[config.mk]
export PLATFORM = sky130hd
export DESIGN_NAME = mem_req_sequencer
export DESIGN_NICKNAME = d
export VERILOG_FILES = /design/src/rtl/mem_req_sequencer.sv
export SDC_FILE = /design/constraint.sdc
export NUM_CORES = 1
export LEC_CHECK = 0
export ABC_AREA = 1
export CAP_MARGIN = 20
export CORE_AREA = 3 3 221 223
export CTS_BUF_LIST = sky130_fd_sc_hd__clkbuf_2 sky130_fd_sc_hd__clkbuf_4 sky130_fd_sc_hd__clkbuf_8
export CTS_CLUSTER_DIAMETER = 200
export DETAILED_ROUTE_END_ITERATION = 8
export DIE_AREA = 0 0 224 226
export DONT_BUFFER_PORTS = 1
export SLEW_MARGIN = 20
export SYNTH_ARGS = -nofsm -noshare
export SYNTH_HDL_FRONTEND = slang
export SYNTH_SLANG_ARGS = --single-unit
export TNS_END_PERCENT = 20
[constraint.sdc]
create_clock -name sys_clk -period 2.2 [get_ports sys_clk]
set_input_delay 0.44 -clock sys_clk [delete_from_list [all_inputs] [get_ports sys_clk]]
set_output_delay 0.44 -clock sys_clk [all_outputs]
set_load 0.01 [all_outputs]
[src/rtl/mem_req_sequencer.sv]
// mem_req_sequencer
//   Turns one cache memory request (line fill or write-back) into a single
//   strobe toward the memory request FIFO. For fills it then waits for the
//   read response, with a bounded wait. Completion is reported to the cache
//   with a one-cycle resp_ready pulse.
//
// Parameters
//   ADDR_W   DRAM line address width
//   LINE_W   cache line width
//   TIMEOUT  maximum number of cycles to wait for a read response
//
// Ports
//   sys_clk, rst      clock, synchronous active-high reset
//   req_valid         cache request pending (held until serviced)
//   req_rw            1 = write-back, 0 = line fill
//   req_addr/data     request line address / write data
//   resp_data         fill data of the most recent read (0 after a timeout)
//   resp_ready        one-cycle completion pulse
//   fifo_req_en       one-cycle request strobe toward the FIFO
//   fifo_req_cmd      1 = read, 0 = write
//   fifo_req_addr     request address
//   fifo_req_data     request write data
//   fifo_req_rdy      FIFO accepts a strobe this cycle
//   fifo_rsp_en       read response valid
//   fifo_rsp_data     read response data
//   fifo_rsp_rdy      always 1, responses are never stalled
//   busy              FSM is not in IDLE
//   timeout_err       sticky, a read timed out
//   stray_rsp         sticky, a response arrived while no read was outstanding

module mem_req_sequencer #(
  parameter int ADDR_W  = 27,
  parameter int LINE_W  = 128,
  parameter int TIMEOUT = 1023
) (
  input  logic              sys_clk,
  input  logic              rst,
  input  logic              req_valid,
  input  logic              req_rw,
  input  logic [ADDR_W-1:0] req_addr,
  input  logic [LINE_W-1:0] req_data,
  output logic [LINE_W-1:0] resp_data,
  output logic              resp_ready,
  output logic              fifo_req_en,
  output logic              fifo_req_cmd,
  output logic [ADDR_W-1:0] fifo_req_addr,
  output logic [LINE_W-1:0] fifo_req_data,
  input  logic              fifo_req_rdy,
  input  logic              fifo_rsp_en,
  input  logic [LINE_W-1:0] fifo_rsp_data,
  output logic              fifo_rsp_rdy,
  output logic              busy,
  output logic              timeout_err,
  output logic              stray_rsp
);

  localparam int CNT_W = (TIMEOUT < 1) ? 1 : $clog2(TIMEOUT + 1);
  localparam logic [CNT_W-1:0] TIMEOUT_C = CNT_W'(TIMEOUT);

  typedef enum logic [1:0] {IDLE, ISSUE, WAIT_RSP, DONE} state_t;

  state_t            state;
  logic              rw_q;
  logic [ADDR_W-1:0] addr_q;
  logic [LINE_W-1:0] data_q;
  logic [CNT_W-1:0]  wait_cnt;
  logic [CNT_W-1:0]  cnt_next;

  // The counter holds the number of wait cycles already spent without a
  // response. Timeout fires in the wait cycle that would bring it to
  // TIMEOUT, so the counter never needs to exceed TIMEOUT and cannot wrap.
  assign cnt_next = wait_cnt + CNT_W'(1);

  // Main FSM. resp_ready is registered on the way out of DONE, so it is
  // high in the first IDLE cycle after completion. That same cycle is the
  // mandatory IDLE gap: a req_valid the cache has not dropped yet is not
  // taken as a new request.
  always_ff @(posedge sys_clk) begin
    if (rst) begin
      state       <= IDLE;
      rw_q        <= 1'b0;
      addr_q      <= '0;
      data_q      <= '0;
      wait_cnt    <= '0;
      resp_data   <= '0;
      resp_ready  <= 1'b0;
      timeout_err <= 1'b0;
      stray_rsp   <= 1'b0;
    end else begin
      resp_ready <= 1'b0;

      // Responses outside WAIT_RSP are only flagged, never consumed.
      if (fifo_rsp_en && (state != WAIT_RSP)) begin
        stray_rsp <= 1'b1;
      end

      case (state)
        IDLE: begin
          if (req_valid && !resp_ready) begin
            rw_q   <= req_rw;
            addr_q <= req_addr;
            data_q <= req_data;
            state  <= ISSUE;
          end
        end

        ISSUE: begin
          if (fifo_req_rdy) begin
            if (rw_q) begin
              state <= DONE;
            end else begin
              wait_cnt <= '0;
              state    <= WAIT_RSP;
            end
          end
        end

        WAIT_RSP: begin
          // A response in the final wait cycle takes priority over the timeout.
          if (fifo_rsp_en) begin
            resp_data <= fifo_rsp_data;
            state     <= DONE;
          end else if (cnt_next == TIMEOUT_C) begin
            wait_cnt    <= cnt_next;
            timeout_err <= 1'b1;
            resp_data   <= '0;
            state       <= DONE;
          end else begin
            wait_cnt <= cnt_next;
          end
        end

        DONE: begin
          resp_ready <= 1'b1;
          state      <= IDLE;
        end

        default: state <= IDLE;
      endcase
    end
  end

  // The strobe follows fifo_req_rdy directly while in ISSUE. The FSM leaves
  // ISSUE on the first accepted cycle, so the strobe lasts one cycle per request.
  assign fifo_req_en   = (state == ISSUE) && fifo_req_rdy;
  assign fifo_req_cmd  = ~rw_q;
  assign fifo_req_addr = addr_q;
  assign fifo_req_data = data_q;
  assign fifo_rsp_rdy  = 1'b1;
  assign busy          = (state != IDLE);

endmodule

==> key figures, run 1 <==
Detailed routing
  • Via density: between 4 and 5
  • DRC: 0
  • DRT antenna net count: 0
  • WL per Instance: roughly 18 um
  • 1st-pass router iterations: 7
  • Vias: 9929
  • Starting DRC count in detailed routing: approximately 450
  • DRT Wirelength: 39800 um

Timing
  • Period minus WS final: slightly above 2 ns
  • Worst relative slew slack: 63.14%
  • Final Cycle Share: 93.22%
  • Clock skew: between 0.02 and 0.025 ns
  • Peak Freq: a little under 500 MHz
  • Min Hold Slack: -0.08086 ns
  • Setup ws final: 0.1492 ns
  • Endpoints failing setup: 0
  • Worst slew pin tran: about 0.55 ns
  • Final Hold Fails: 44
  • Slew Viols, Final: 0

Synth
  • YS warnings: 0
  • Mapped Cells: 1377
  • Syn_nets: approximately 1700
  • Netlist Area Pre-Place: roughly 11000 sq um
  • Synth Area per Inst: between 7 and 8 sq um
  • Count of cell types in the netlist: 27
  • FF+latch count, synth: 299
  • Sequential-to-total area share from yosys stat: between 50% and 60%

Floorplan
  • Row count: 79
  • Core box area: approximately 47000 sq um
  • Io pins: 579
  • Die width: between 200 and 250 um
  • Chip height: 226 um
  • Die area: about 51000 sq um
  • Initial Util: 23.33%

Pwr
  • Leak pwr: about 5.3 nW
  • Peak VDD IR: ~0.00067 V
  • Pwr per Cell Area: 1141 nW/um^2

Place
  • Dpl cells: between 1500 and 2000
  • Dpl ws: 0.1383 ns
  • DP Wirelength: 26740 um
  • Final RePlAce weighted congestion: 0.8036
  • Port bufs: 0
  • Cell Area, Placed: between 10000 and 15000 sq um

GRT
  • All-Layer GR Usage: approximately 14%
  • Vias in the first global route: slightly above 9000
  • Pin count of the biggest net entering global routing: 142
  • Initial antenna violation count: 10
  • Grt total ovfl: 0
  • First-pass GRT wire length: ~55000 um

Setup path
  • CP max FO: 22
  • CP Class: register to register
  • CP bufs+invs: 2
  • Critical Path RT: approximately 2.7 ns
  • Worst setup SP type: register
  • Setup crit start: resp_ready
  • Largest stage delay on the critical path: roughly 0.45 ns
  • Critical path arrival: 2.52 ns
  • Critical Path End Type: register
  • Crit path cell chain: inv_1, nand3_4, buf_12, o21ai_0, a21oi_1
  • Delay-heaviest family, CP: buffers and inverters
  • Slowest CP cell: nand3_4
  • Worst R2R Start: resp_ready

Clocking
  • Clock Path Buffers: 3
  • # clock sinks: roughly 300
  • CTS tree: yes
  • Num CTS Buffers: 49
  • CTS H-tree lvls: 2
  • Clk_lat worst skew: slightly above 0.6 ns
  • Clock root cell: clkbuf_8
  • Clock-pin slew on the worst setup and hold paths: ~0.070 ns

Final layout
  • Most frequent cells in the layout: dfxtp_1, nand2_1, a21oi_1, dlygate4sd3_1, inv_1
  • Share of layout cells above drive strength 1: slightly below 10%
  • Design Area, Final: roughly 15000 sq um
  • Synth-to-Final Area Change: 33.42%
  • Commonest non-fill, non-tap cell in the layout: dfxtp_1
  • Layout Cells excl Fill: between 2000 and 2500
  • Nets: 1849

Hold path
  • Hold Path Class: primary input to register
  • Hold Path Origin: rst

Status
  • Outcome: finished, violations left
  • Failing checks: hold timing

Job
  • Max Cap Viol: 0
==> synthesized netlist by cell type (all sizes together) <==
cell / count / area, sq um
nand2: 301 / 1160
dfxtp: 299 / 5986
a21oi: 298 / 1529
inv: 179 / 671.9
o21ai: 160 / 800.8
clkbuf: 81 / 304.0
nor2: 17 / 66.32
buf: 16 / 176.4
nand3: 7 / 45.04
ha: 6 / 75.07
a211oi: 2 / 15.01
nand3b: 2 / 15.01
o211ai: 2 / 15.01
a31oi: 1 / 6.260
conb: 1 / 3.750
nand4: 1 / 6.260
nor3: 1 / 5.000
o21bai: 1 / 11.26
or2: 1 / 6.260
xor2: 1 / 8.760
==> through the flow <==
stage | hold WS [ns] | util (%) | power, mW | setup TNS [ns]
after floorplan | 0.4572 | - | 9.987 | 0
after global placement | 0.4664 | 24.57 | 10.86 | 0
after detailed placement | 0.4769 | 24.57 | 10.97 | 0
after CTS | -0.1851 | 29.75 | 16.52 | 0
after global routing | -0.1733 | 31.12 | 17.61 | -0.007690
final | -0.08086 | 31.12 | 16.61 | 0
==> what timing repair did <==
| action | 4_1_cts | 5_1_grt |
|---|---|---|
| setup endpoints to repair | 0 | 67 |
| setup buffers | 0 | 2 |
| hold endpoints to repair | 273 | 137 |
| gates resized for setup | 0 | 11 |
| hold buffers | 136 | 55 |
==> cell families after synthesis <==
group | Yosys count | share of synthesized area, %
adder cells (fa/ha/maj) | 6 | 0.6883
flip-flops | 299 | 54.88
XOR/XNOR | 1 | 0.08032
AND/OR/NAND/NOR | 330 | 11.95
buffers and inverters | 276 | 10.57
AO/OA/AOI/OAI | 464 | 21.80
other | 1 | 0.03438
==> cell type report <==
type / count / area [sq um]
antenna: 9 / 22.52
sequential: 299 / 5988
clock buffer: 74 / 924.6
tap: 607 / 759.5
inverter: 179 / 680.7
timing repair buffer: 222 / 2215
multi-input combinational: 803 / 3826
clock inverter: 14 / 135.1
fill: 4695 / 32200
==> per-layer routing <==
metal	vias to the layer above	global-route usage (%)	share of wire [%]
li1	4763	-	-
met5	-	0	0
met2	518	26.10	52
met4	0	5.365	3.6
met1	4574	13.18	33
met3	74	5.992	11
==> power by group <==
part           total [mW]  leakage [nW]  internal (mW)  switching [mW]
sequential           7.94          2.45           6.53            1.41
combinational        3.45          2.30           1.33            2.12
clock                5.23         0.563           2.93            2.29
==> path summary, 6_finish.rpt <==
| check | end | slack [ns] | cells past startpoint |
|---|---|---|---|
| worst max-delay path | fifo_req_addr[11] | 0.15 | 5 |
| worst min-delay path | resp_data[113] | -0.08 | 1 |
| worst max register to register | fifo_req_addr[11] | 0.15 | 5 |
| worst min register to register | wait_cnt[1] | 0.49 | 2 |
==> registers in the layout, summed over array words and instances (netlist names) <==
signal and count:
rw_q 1, fifo_req_addr 27, resp_data 128, wait_cnt 10
timeout_err 1, stray_rsp 1, state 2, resp_ready 1
fifo_req_data 128
No activity file was read; power rests on OpenSTA's default activity.
==> run 2: changes to the inputs <==
--- a/config.mk
+++ b/config.mk
@@ -7,11 +7,11 @@
 export LEC_CHECK = 0
 export ABC_AREA = 1
 export CAP_MARGIN = 20
-export CORE_AREA = 3 3 221 223
+export CORE_AREA = 2 2 224 226
 export CTS_BUF_LIST = sky130_fd_sc_hd__clkbuf_2 sky130_fd_sc_hd__clkbuf_4 sky130_fd_sc_hd__clkbuf_8
 export CTS_CLUSTER_DIAMETER = 200
 export DETAILED_ROUTE_END_ITERATION = 8
-export DIE_AREA = 0 0 224 226
+export DIE_AREA = 0 0 226 228
 export DONT_BUFFER_PORTS = 1
 export SLEW_MARGIN = 20
 export SYNTH_ARGS = -nofsm -noshare
==> key figures, run 2 (same netlist as run 1, synthesis figures left out) <==
Detailed routing
  • Starting DRC count in detailed routing: 406 (-9.2%)
  • DRT Wirelength: 34760 um (-13%)
  • Via density: 4.373 (-2.8%)
  • DRT antenna net count: 0 (unchanged)
  • DRC: 0 (unchanged)
  • WL per Instance: 15.92 um (-12%)
  • Vias: 9546 (-3.9%)
  • 1st-pass router iterations: 5 (-2)

Clocking
  • Clock Path Buffers: 3 (unchanged)
  • Num CTS Buffers: 51 (+4.1%)
  • Clock root cell: clkbuf_8
  • CTS H-tree lvls: 2 (unchanged)
  • # clock sinks: 299 (unchanged)
  • Clock-pin slew on the worst setup and hold paths: 0.06 ns (about the same)
  • Clk_lat worst skew: 0.60 ns (about the same)
  • CTS tree: yes

GRT
  • Initial antenna violation count: 9 (-1)
  • Pin count of the biggest net entering global routing: 142 (unchanged)
  • Vias in the first global route: 9415 (+0.82%)
  • First-pass GRT wire length: 49420 um (-9.4%)
  • All-Layer GR Usage: 12.18% (-1.6 points)
  • Grt total ovfl: 0 (unchanged)

Final layout
  • Nets: 1759 (-4.9%)
  • Share of layout cells above drive strength 1: 10.43% (+0.50 points)
  • Fill count: 5127 (+9.2%)
  • Design Area, Final: 13970 sq um (-4.0%)
  • Final Core Density: 28.32% (-2.8 points)
  • Most frequent cells in the layout: dfxtp_1, nand2_1, a21oi_1, inv_1, o21ai_0
  • Synth-to-Final Area Change: 28.12%
  • Commonest non-fill, non-tap cell in the layout: dfxtp_1

Timing
  • Final Cycle Share: 91.88% (-1.3 points)
  • Final Hold Fails: 53 (+20%)
  • Setup tns final: 0 ns (unchanged)
  • Slew Viols, Final: 0 (unchanged)
  • Worst relative slew slack: 60.70% (-2.4 points)
  • Worst slew pin tran: 0.5834 ns (+0.03055 ns)
  • Peak Freq: 494.7 MHz (+1.5%)
  • Clock skew: 0.01865 ns (-0.004828 ns)
  • Min Hold Slack: -0.07285 ns (+0.008011 ns)
  • Period minus WS final: 2.021 ns (-0.02946 ns)
  • Endpoints failing setup: 0 (unchanged)

Place
  • Cell Area, Placed: 11530 sq um (+0.39%)
  • Port bufs: 0 (unchanged)
  • Final RePlAce weighted congestion: 0.8654 (+7.7%)
  • DP Wirelength: 23880 um (-11%)

Setup path
  • R2R Setup Slk: 0.18 ns (+0.03 ns)
  • CP max FO: 4 (-82%)
  • Critical Path End Type: register
  • CP Class: register to register
  • Worst setup SP type: register
  • Critical path arrival: 2.56 ns (+0.04 ns)
  • Critical Path RT: 2.74 ns (+0.07 ns)

Floorplan
  • Initial Util: 22.10% (-1.2 points)
  • Core box area: 49350 sq um (+5.6%)
  • Die area: 51530 sq um (+1.8%)
  • Chip height: 228 um (+0.88%)
  • Die width: 226 um (+0.89%)
  • Row count: 82 (+3.8%)
  • Io pins: 579 (unchanged)

Hold path
  • Hold Path Class: primary input to register

Pwr
  • Peak VDD IR: 0.0007520 V (+12%)
  • Total power: 17.15 mW (+3.2%)
  • Leak pwr: 5.028 nW (-5.3%)
  • Pwr per Cell Area: 1227 nW/um^2 (+7.5%)

Job
  • Max Cap Viol: 0 (unchanged)

Status
  • Outcome: finished, violations left
  • Failing checks: hold timing
[run 2: changes by cell type in the layout (fill, tap and decap cells not counted), sizes merged, moves of 3 or more]
cell and delta:
buf -6, bufinv +5, clkbuf +5, clkinv -3, diode -3, dlygate4sd3 -87
[run 2: final timing paths]
path	depth (start not counted)	to	startpoint
setup reg to reg	11	timeout_err	wait_cnt[1]
hold reg to reg	2	wait_cnt[9]	wait_cnt[9]
setup / recovery	11	timeout_err	wait_cnt[1]
hold / removal	1	resp_data[114]	rst
[run 2: layout make-up]
type | instances | area [sq um] | area share [%]
Antenna cell | 6 | 15.01 | 0.1074
Clock inverter | 16 | 266.5 | 1.907
Sequential cell | 299 | 5991 | 42.87
Timing Repair Buffer | 130 | 1349 | 9.653
Tap cell | 672 | 840.8 | 6.017
Inverter | 179 | 675.6 | 4.835
Multi-Input combinational cell | 803 | 3831 | 27.42
Clock buffer | 78 | 1005 | 7.190
[run 2: layer usage]
layer | part of all wire (%) | GRT usage [%] | wire [um]
met1 | 35 | 11.51 | 12330
met2 | 48 | 21.49 | 16850
met3 | 11 | 5.255 | 3858
met4 | 4.8 | 7.678 | 1685
met5 | 0.098 | 0 | 34
[run 2: critical path: stages, from the launching register on]
cell	delay, ns
dfxtp_4	0.36
ha_4	0.16
nand2_1	0.12
nand2_1	0.07
nor2_1	0.09
nand2_1	0.07
nor2_2	0.09
nand3_2	0.14
nor2_1	0.11
nand2_1	0.07
a21oi_1	0.12
dlygate4sd3_1	0.55
[run 2: what timing repair did]
| action | 4_1_cts | 5_1_grt |
|---|---|---|
| buffers inserted | 0 | 4 |
| hold endpoints to repair | 217 | 137 |
| resized for setup | 0 | 11 |
| endpoints found under the setup margin | 0 | 131 |
| hold buffers | 93 | 11 |
[run 2: per-stage QoR]
step	instances	worst slack (ns)
floorplan	1377	0.4310
global placement	1973	0.2003
detailed placement	1973	0.1427
CTS	2160	0.06591
global route	2183	-0.004859
finish	2183	0.1786
[run 2: report_power, final]
part	total, mW	switching, mW	internal, mW
Sequential	7.90	1.37	6.53
Clock	6.03	2.29	3.74
Combinational	3.21	2.03	1.18
==> RTL change (flow settings as in run 2) <==
Reset style: asynchronous (`rst`), changed in one clocked block. Comments in the files are not updated.
--- a/src/rtl/mem_req_sequencer.sv
+++ b/src/rtl/mem_req_sequencer.sv
@@ -76,5 +76,5 @@
   // mandatory IDLE gap: a req_valid the cache has not dropped yet is not
   // taken as a new request.
-  always_ff @(posedge sys_clk) begin
+  always_ff @(posedge sys_clk or posedge rst) begin
     if (rst) begin
       state       <= IDLE;
Check against the original RTL: differs if rst is asserted again (counterexample within 4 cycles, from zero or initial values and one cycle with rst high); with rst held inactive, the same outputs for 4 cycles.
==> RTL change against run 2 <==
  * Routed wire length rose by 4.9%
  * Sequential cell count did not move
  * Power rose by 30%
  * Utilization rose by 5.6 points
  * Synthesized area rose by 7.4%
  * Design area rose by 20%
  * Worst hold slack improved by 230 ps
  * Synthesized cell count fell by 27%
  * Setup slack got worse by 19 ps
  * Via count fell by 9.1%
  * First-iteration DRC count fell by 26%
  * Critical path type unchanged
==> RTL change: results (changes against run 2) <==
Parameter                              Value

Finish
  #MultiIn Comb ... 632 (-21%)
  Multi-input gate area ... 0.003870 sq mm (+1.0%)
  Diode insertion count for antenna repair ... 2 (-4)
  Share of layout cells above drive strength 1 ... 0.2613 (+0.1570)
  Fill count ... 4755 (-7.3%)
  Growth of design area from synthesis to finish ... 42.94%
  Net count, final ... 1629 (-7.4%)
  Number of signal-net buffers in the layout ... 328 (+150%)
  Layout clock buffer count ... 80 (+2.6%)
  Invs w/o clock ... 24 (-87%)

Logic synthesis
  Leading register cell type out of synthesis ... dfrtp_1
  Leading post-synthesis cells by instance count ... 358 x nand2_1, 299 x dfrtp_1, 155 x mux2_2, 62 x nand2_2, 24 x inv_1
  Synthesized instance count ... 1000 (-27%)
  Post-synthesis compound-gate area fraction ... 0.01058 (-0.2074)
  Adder and majority cell fraction of the synthesized area ... 0.006412 (-0.0004715)
  Fraction of synthesized area in multiplexers ... 0.1491 (+0.1491)
  Sequential element share of the synthesized area ... 0.6390 (+0.09021)
  Fraction of registers with async set/reset ... 1.000 (+1.000)
  Library cells used by synthesis ... 25 (-7.4%)
  Synthesized Nets ... 1295 (-23%)

Power and ir drop
  Worst-case vdd ir drop ... 720.9 uV (-4.1%)
  Internal Dissipation ... 0.01380 W (+20%)
  Leakage power ... 7.737 nW (+54%)

Global routing
  Maximum number of pins on one net before global-route repair ... 79 (-44%)
  GRT Util Overall ... 0.1340 (+0.01223)
  Wire length of the first global-routing pass ... 53820 um (+8.9%)
  Vias in the first global route ... 9570 (+1.6%)

Worst setup path
  Cell type of the slowest stage on the worst timing path ... ha_1
  Register-to-Register Setup Slack ... 160 ps (-20 ps)
  Launch point of the critical path ... state[0]$_DFFE_PP0P_
  Worst Path Max Fanout ... 78 (+74)
  Capturing element of the worst setup path ... resp_data[33]$_DFFE_PP0P_
  Worst EP arrival ... 2580 ps (+20 ps)

Detailed routing
  Average wire per cell in the routed design ... 17.84 um (+12%)
  Pre-antenna DRT Iters ... 4 (-1)
  Iteration-0 DRC count of the detailed router ... 300 (-26%)

Timing
  Highest achievable clock rate ... 0.4900 GHz (-0.95%)
  Clock skew after layout ... 28.08 ps (+9.429 ps)

Status
  Outcome ... complete, no violations

Min path
  Destination of the worst hold path ... state[0]$_DFFE_PP0P_
  Start point of the worst hold path ... fifo_req_rdy

CTS
  Hold bufs inserted after CTS ... 286 (+210%)
  Number of clock buffers inserted by TritonCTS ... 49 (-3.9%)

Place
  Placement Cell Area ... 0.01276 sq mm (+11%)
  Cell total after placement ... 1664 (-16%)
  DP HPWL ... 23400 um (-2.0%)
  Routability-driven placement congestion ratio ... 0.8435 (-2.5%)
  Worst setup timing slack at the placement stage ... 153.6 ps (+10.97 ps)
RTL change: changes by cell type after synthesis, moves of 65 or more:
| cell | change |
|---|---|
| a21oi_1 | -284 |
| clkbuf_1 | -65 |
| dfrtp_1 | +299 |
| dfxtp_1 | -299 |
| inv_1 | -155 |
| mux2_2 | +155 |
| nand2_1 | +69 |
| o21ai_0 | -145 |
RTL change: power by group through the flow:
stage / clock network [W] / registers, W / logic (W)
5_1_grt: 0.00547 / 0.0120 / 0.00607
2_1_floorplan: 0 / 0.0107 / 0.00395
6_report: 0.00502 / 0.0117 / 0.00546
4_1_cts: 0.00519 / 0.0116 / 0.00526
3_3_place_gp: 0 / 0.0117 / 0.00461
3_5_place_dp: 0 / 0.0117 / 0.00484
RTL change: per-layer routing:
layer	track usage	share of wire	wire [um]	vias up
met5	0	0	0	-
met4	0.06643	0.040	1476	0
met3	0.04147	0.077	2822	95
met2	0.2418	0.51	18460	424
met1	0.1395	0.38	13700	4307
li1	-	-	-	3856
